==> config.mk <==
export PLATFORM = sky130hd
export DESIGN_NAME = fp_mul_operand_stage
export DESIGN_NICKNAME = d
export VERILOG_FILES = /design/src/rtl/fp_mul_operand_stage.sv
export SDC_FILE = /design/constraint.sdc
export NUM_CORES = 1
export LEC_CHECK = 0
export BUFFER_PORTS_ARGS = -buffer_cell sky130_fd_sc_hd__clkbuf_2
export CORE_MARGIN = 2
export CORE_UTILIZATION = 35
export DETAILED_ROUTE_END_ITERATION = 6
export PLACE_DENSITY = 0.66
export SLEW_MARGIN = 25
export SYNTH_ARGS = -nofsm -noshare
export SYNTH_HDL_FRONTEND = slang
export SYNTH_SLANG_ARGS = --single-unit
==> constraint.sdc <==
create_clock -name clk -period 4.9 [get_ports clk]
set_input_delay 0.49 -clock clk [delete_from_list [all_inputs] [get_ports clk]]
set_output_delay 0.49 -clock clk [all_outputs]
set_load 0.01 [all_outputs]
==> src/rtl/fp_mul_operand_stage.sv <==
// ---------------------------------------------------------------------------
// fp_mul_operand_stage
//
// Registered operand-issue stage in front of the approximate binary32
// multiplier. Each accepted operand pair is split into sign/exponent/mantissa
// fields. Special operands (zero, denormal, inf, NaN) are resolved into a
// ready-made bypass word. The payload is presented from a 2-entry skid buffer:
// a main output register plus one skid register. in_ready is a pure register
// output, so there is no combinational path from out_ready.
//
// Ports
//   clk, rst                 clock, synchronous active-high reset
//   in_valid / in_ready      input handshake (in_ready = ~skid_valid)
//   op_a, op_b               packed binary32 operands
//   out_valid / out_ready    output handshake towards the multiplier
//   sign_x/y, exp_x/y,       operand fields; exponent and mantissa are
//   mantissa_x/y             forced to 0 when special=1
//   special, special_word    bypass result (special_word=0 when special=0)
//   special_cnt, ftz_cnt     saturating event counters, updated on accept
// ---------------------------------------------------------------------------
module fp_mul_operand_stage #(
    parameter int EXP_WIDTH = 8,
    parameter int MAN_WIDTH = 23
) (
    input  logic                           clk,
    input  logic                           rst,
    input  logic                           in_valid,
    output logic                           in_ready,
    input  logic [EXP_WIDTH+MAN_WIDTH:0]   op_a,
    input  logic [EXP_WIDTH+MAN_WIDTH:0]   op_b,
    output logic                           out_valid,
    input  logic                           out_ready,
    output logic                           sign_x,
    output logic                           sign_y,
    output logic [EXP_WIDTH-1:0]           exp_x,
    output logic [EXP_WIDTH-1:0]           exp_y,
    output logic [MAN_WIDTH-1:0]           mantissa_x,
    output logic [MAN_WIDTH-1:0]           mantissa_y,
    output logic                           special,
    output logic [EXP_WIDTH+MAN_WIDTH:0]   special_word,
    output logic [15:0]                    special_cnt,
    output logic [15:0]                    ftz_cnt
);

    localparam int W = 1 + EXP_WIDTH + MAN_WIDTH;

    // Canonical quiet NaN: sign 0, exponent all ones, MSB of fraction set.
    localparam logic [W-1:0] QNAN = {1'b0, {EXP_WIDTH{1'b1}}, 1'b1, {(MAN_WIDTH-1){1'b0}}};

    typedef struct packed {
        logic                 sign_x;
        logic                 sign_y;
        logic [EXP_WIDTH-1:0] exp_x;
        logic [EXP_WIDTH-1:0] exp_y;
        logic [MAN_WIDTH-1:0] man_x;
        logic [MAN_WIDTH-1:0] man_y;
        logic                 special;
        logic [W-1:0]         special_word;
    } payload_t;

    // ---------------------------------------------------------------- classify
    logic [EXP_WIDTH-1:0] exp_a, exp_b;
    logic [MAN_WIDTH-1:0] man_a, man_b;
    logic                 a_zero, b_zero, a_den, b_den, a_inf, b_inf, a_nan, b_nan;
    logic                 res_sign;
    payload_t             new_pl;

    assign exp_a  = op_a[W-2:MAN_WIDTH];
    assign exp_b  = op_b[W-2:MAN_WIDTH];
    assign man_a  = op_a[MAN_WIDTH-1:0];
    assign man_b  = op_b[MAN_WIDTH-1:0];

    // Denormals are flushed, so "zero" covers every exp==0 encoding.
    assign a_zero = (exp_a == '0);
    assign b_zero = (exp_b == '0);
    assign a_den  = a_zero && (man_a != '0);
    assign b_den  = b_zero && (man_b != '0);
    assign a_inf  = (exp_a == '1) && (man_a == '0);
    assign b_inf  = (exp_b == '1) && (man_b == '0);
    assign a_nan  = (exp_a == '1) && (man_a != '0);
    assign b_nan  = (exp_b == '1) && (man_b != '0);

    assign res_sign = op_a[W-1] ^ op_b[W-1];

    always_comb begin
        new_pl        = '0;
        new_pl.sign_x = op_a[W-1];
        new_pl.sign_y = op_b[W-1];
        if (a_nan || b_nan || (a_inf && b_zero) || (b_inf && a_zero)) begin
            new_pl.special      = 1'b1;
            new_pl.special_word = QNAN;
        end else if (a_inf || b_inf) begin
            new_pl.special      = 1'b1;
            new_pl.special_word = {res_sign, {EXP_WIDTH{1'b1}}, {MAN_WIDTH{1'b0}}};
        end else if (a_zero || b_zero) begin
            new_pl.special      = 1'b1;
            new_pl.special_word = {res_sign, {(W-1){1'b0}}};
        end else begin
            new_pl.exp_x = exp_a;
            new_pl.exp_y = exp_b;
            new_pl.man_x = man_a;
            new_pl.man_y = man_b;
        end
    end

    // ---------------------------------------------------------------- counters
    logic [1:0]  ftz_inc;
    logic [16:0] ftz_sum;
    logic [15:0] ftz_nxt;
    logic [15:0] spc_nxt;

    assign ftz_inc = {1'b0, a_den} + {1'b0, b_den};
    assign ftz_sum = {1'b0, ftz_cnt} + 17'(ftz_inc);
    // Carry out of the 17-bit sum means we crossed FFFF: clamp.
    assign ftz_nxt = ftz_sum[16] ? 16'hFFFF : ftz_sum[15:0];
    assign spc_nxt = (new_pl.special && (special_cnt != 16'hFFFF)) ? special_cnt + 16'd1
                                                                   : special_cnt;

    // ------------------------------------------------------------ skid buffer
    payload_t main_q, skid_q;
    logic     skid_valid;
    logic     accept, drain;

    assign in_ready = ~skid_valid;
    assign accept   = in_valid & in_ready;
    assign drain    = out_valid & out_ready;

    always_ff @(posedge clk) begin
        if (rst) begin
            main_q      <= '0;
            skid_q      <= '0;
            out_valid   <= 1'b0;
            skid_valid  <= 1'b0;
            special_cnt <= '0;
            ftz_cnt     <= '0;
        end else begin
            if (accept) begin
                special_cnt <= spc_nxt;
                ftz_cnt     <= ftz_nxt;
            end
            if (drain) begin
                // skid_valid implies in_ready=0, so no accept can collide here.
                if (skid_valid) begin
                    main_q     <= skid_q;
                    skid_valid <= 1'b0;
                end else if (accept) begin
                    main_q <= new_pl;
                end else begin
                    out_valid <= 1'b0;
                end
            end else if (!out_valid) begin
                if (accept) begin
                    main_q    <= new_pl;
                    out_valid <= 1'b1;
                end
            end else if (accept) begin
                // Stalled: main holds still, park the new pair in skid.
                skid_q     <= new_pl;
                skid_valid <= 1'b1;
            end
        end
    end

    assign sign_x       = main_q.sign_x;
    assign sign_y       = main_q.sign_y;
    assign exp_x        = main_q.exp_x;
    assign exp_y        = main_q.exp_y;
    assign mantissa_x   = main_q.man_x;
    assign mantissa_y   = main_q.man_y;
    assign special      = main_q.special;
    assign special_word = main_q.special_word;

endmodule
==> flow_metrics.tcl <==
set metrics [dict create \
    cts_max_level 4 \
    max_freq_ghz 0.335 \
    r2r-start "out_valid$_SDFFE_PP0P_" \
    synth_seq_area_share_pct 48.9 \
    synthDistinctLibCells 50 \
    worstMarginPinSlew_ps 1020 \
    critical_path_class "input pin to register" \
    die_y_um 157 \
    whs_path_depth 2 \
    clk_pin_slew_ps 80 \
    synth_flop_cell "dfxtp_1" \
    synth_seq_cells 199 \
    drc_errors 0 \
    grt_pass1_vias 7363 \
    post_cts_resize_count 0 \
    grt_usage_pct 19.7 \
    clock_latency_ps 430 \
    powerDensity_mw_per_mm2 351 \
    hold_viol 0 \
    synth.avg_cell_area_um2 8.37 \
    reg2reg_depth 5 \
    crit_required_ps 5200 \
    synth_edf_count 0 \
    postCtsHoldBufs 0 \
    ant_nets 0 \
    status "finished clean" \
    nNetsFinal 1192 \
    grt_pass1_wl_um 38800 \
    vdd_ir_drop_max_mv 0.196 \
    setup_viol 0 \
    cts_root_buf "clkbuf_16" \
    drtPass1Iterations 5 \
    wl_per_cell_um 17.1 \
    crit_path_start "op_a[27]" \
    timing.max_cap.violations 0 \
    synth_nets 1044 \
    drt_iter0_drc 366 \
    async_flop_share_pct 0 \
    rows 55 \
    holdCritStartpoint "out_ready" \
    area_delta_synth_final_pct 21.5 \
    dp_slack_ps 1470 \
    die_width_um 157 \
    postCtsSetupRepairBufs 0 \
    drv_slew 0 \
    antenna_found_initial 0 \
    critPathLaunchType "input pin" \
    drt_wl_total_um 24300 \
    core_mm2 0.0227 \
    grt_max_degree 108 \
    cts_buffers 17 \
    finalCritPeriodShare_pct 60.9 \
    min_period_ps 2980 \
    start_util_pct 35.9 \
    fill_cells 2280 \
    rrSetupSlack_ps 2410 \
    timing.hold.ws_ps 321 \
    io_pins 199 \
    hold_end "skid_valid$_SDFFE_PP0P_" \
    grt_overflow 0 \
    fin_skew_ps 13.7 \
    dp.final_hpwl_um 15100 \
    r2r-end "skid_q[73]$_SDFFE_PP0P_" \
    antenna_cells 0 \
    setup_tns_ps 0 \
    hold_class "input pin to register" \
    grt_setup_unrepaired "false" \
    syn-cell-area_mm2 0.00814 \
    multi_input_area_mm2 0.00386 \
    cellLeakagePower_nw 4.03 \
    vias_per_cell 5.38 \
    cts_buffer_depth 2 \
    critical_path.max_fanout 4 \
    via_count 7631 \
    buffer_ports.inserted 198 \
    arrival_ps 3290 \
    worst_slack_ps 1920 \
    cts_tree "done" \
    numClockSinks 199 \
    slew_headroom_pct 31.8 \
    gp_congestion 0.767 \
    seq_area_mm2 0.00398 \
    dieArea_mm2 0.0245 \
    yosys_warnings 0 \
    cp-end-kind "register" \
    drive_above_1_share_pct 22.8 \
    synth_cells 973 \
]
==> through the flow <==
stage	power [mW]	utilization, %	std cells	area (µm²)
2_1_floorplan	1.95	-	973	8140
3_3_place_gp	2.11	40.9	1386	9290
3_5_place_dp	2.12	40.9	1386	9290
4_1_cts	3.50	43.4	1418	9870
5_1_grt	3.62	43.6	1419	9890
6_report	3.47	43.6	1419	9890
==> routing by layer <==
layer / GRT usage (%) / routed length, µm
met5: 0 / 0
met4: 4.59 / 216
met3: 5.57 / 1680
met2: 31.9 / 11200
met1: 26.2 / 11200
==> cell families after synthesis <==
family / count (synthesis) / share of synthesized area, %
DFF: 199 / 48.9
and+or+nand+nor: 305 / 19.5
AOI/OAI and AO/OA: 361 / 24.9
adders and majority gates: 3 / 0.553
xor gates and xnor gates: 13 / 1.40
buffers and inverters: 88 / 4.24
muxes: 4 / 0.538
==> worst max-delay path, stage by stage <==
cell      delay [ps]
clkbuf_2         110
or4_4            540
nor2_4           190
nand2_1          100
fa_1             460
inv_1             80
ha_1             150
nand3_1          110
or2_2            320
or4_1            500
nor3_1           150
a211oi_1          70
==> cell usage after synthesis, drive strengths merged, types with 2 or more instances <==
cell type,number,area [µm²]
a211oi,6,45.0
a21o,52,392
a21oi,152,761
a31oi,3,18.8
and2,42,263
and3,4,25.0
and4,3,26.3
buf,10,52.6
clkbuf,68,255
dfxtp,199,3980
ha,2,25.0
inv,10,37.5
mux2,3,33.8
nand2,99,372
nand2b,3,18.8
nand3,64,320
nand4,12,75.1
nor2,30,128
nor2b,6,37.5
nor3,10,50.1
nor4,13,103
nor4bb,2,26.3
o211a,2,20.0
o21ai,113,566
o22ai,24,150
o31ai,2,15.0
or2,3,21.3
or3,5,36.3
or4,8,75.1
xnor2,6,52.6
xor2,7,61.3
==> worst max path at each step <==
stage                               end  depth (start not counted)
4_1_cts        ftz_cnt[14]$_SDFFE_PP0P_                         12
3_3_place_gp   ftz_cnt[14]$_SDFFE_PP0P_                         12
2_1_floorplan  ftz_cnt[14]$_SDFFE_PP0P_                         11
3_5_place_dp   ftz_cnt[14]$_SDFFE_PP0P_                         12
5_1_grt        ftz_cnt[11]$_SDFFE_PP0P_                         12
6_report       ftz_cnt[14]$_SDFFE_PP0P_                         12
==> registers in the layout, summed over array words and instances (netlist names) <==
register and count:
skid_valid 1, special 1, sign_y 1, mantissa_y 23
exp_y 8, sign_x 1, ftz_cnt 16, special_cnt 16
skid_q 68, exp_x 8, mantissa_x 23, special_word 32
out_valid 1
==> cell usage in the layout (no fill, tap or decap), types with 17 or more instances in the layout <==
master     count
nand3_1       63
nor2_1        26
dfxtp_1      199
a21o_1        51
o22ai_1       24
clkbuf_2     197
and2_1        42
a21oi_1      151
clkbuf_16     17
o21ai_0      113
nand2_1       98
==> layout make-up <==
class	count	area share, %
clock buffer	20	4.41
sequential	199	40.3
clock inverter	12	1.39
tap	285	3.60
multi-input combinational	686	39.0
inverter	10	0.379
timing repair buffer	207	10.9
==> power by group <==
part	internal, mW	switching, mW
clock network	0.722	0.667
logic	0.131	0.231
registers	1.68	0.0345
total	2.54	0.933
(Power assumes the default switching activity.)
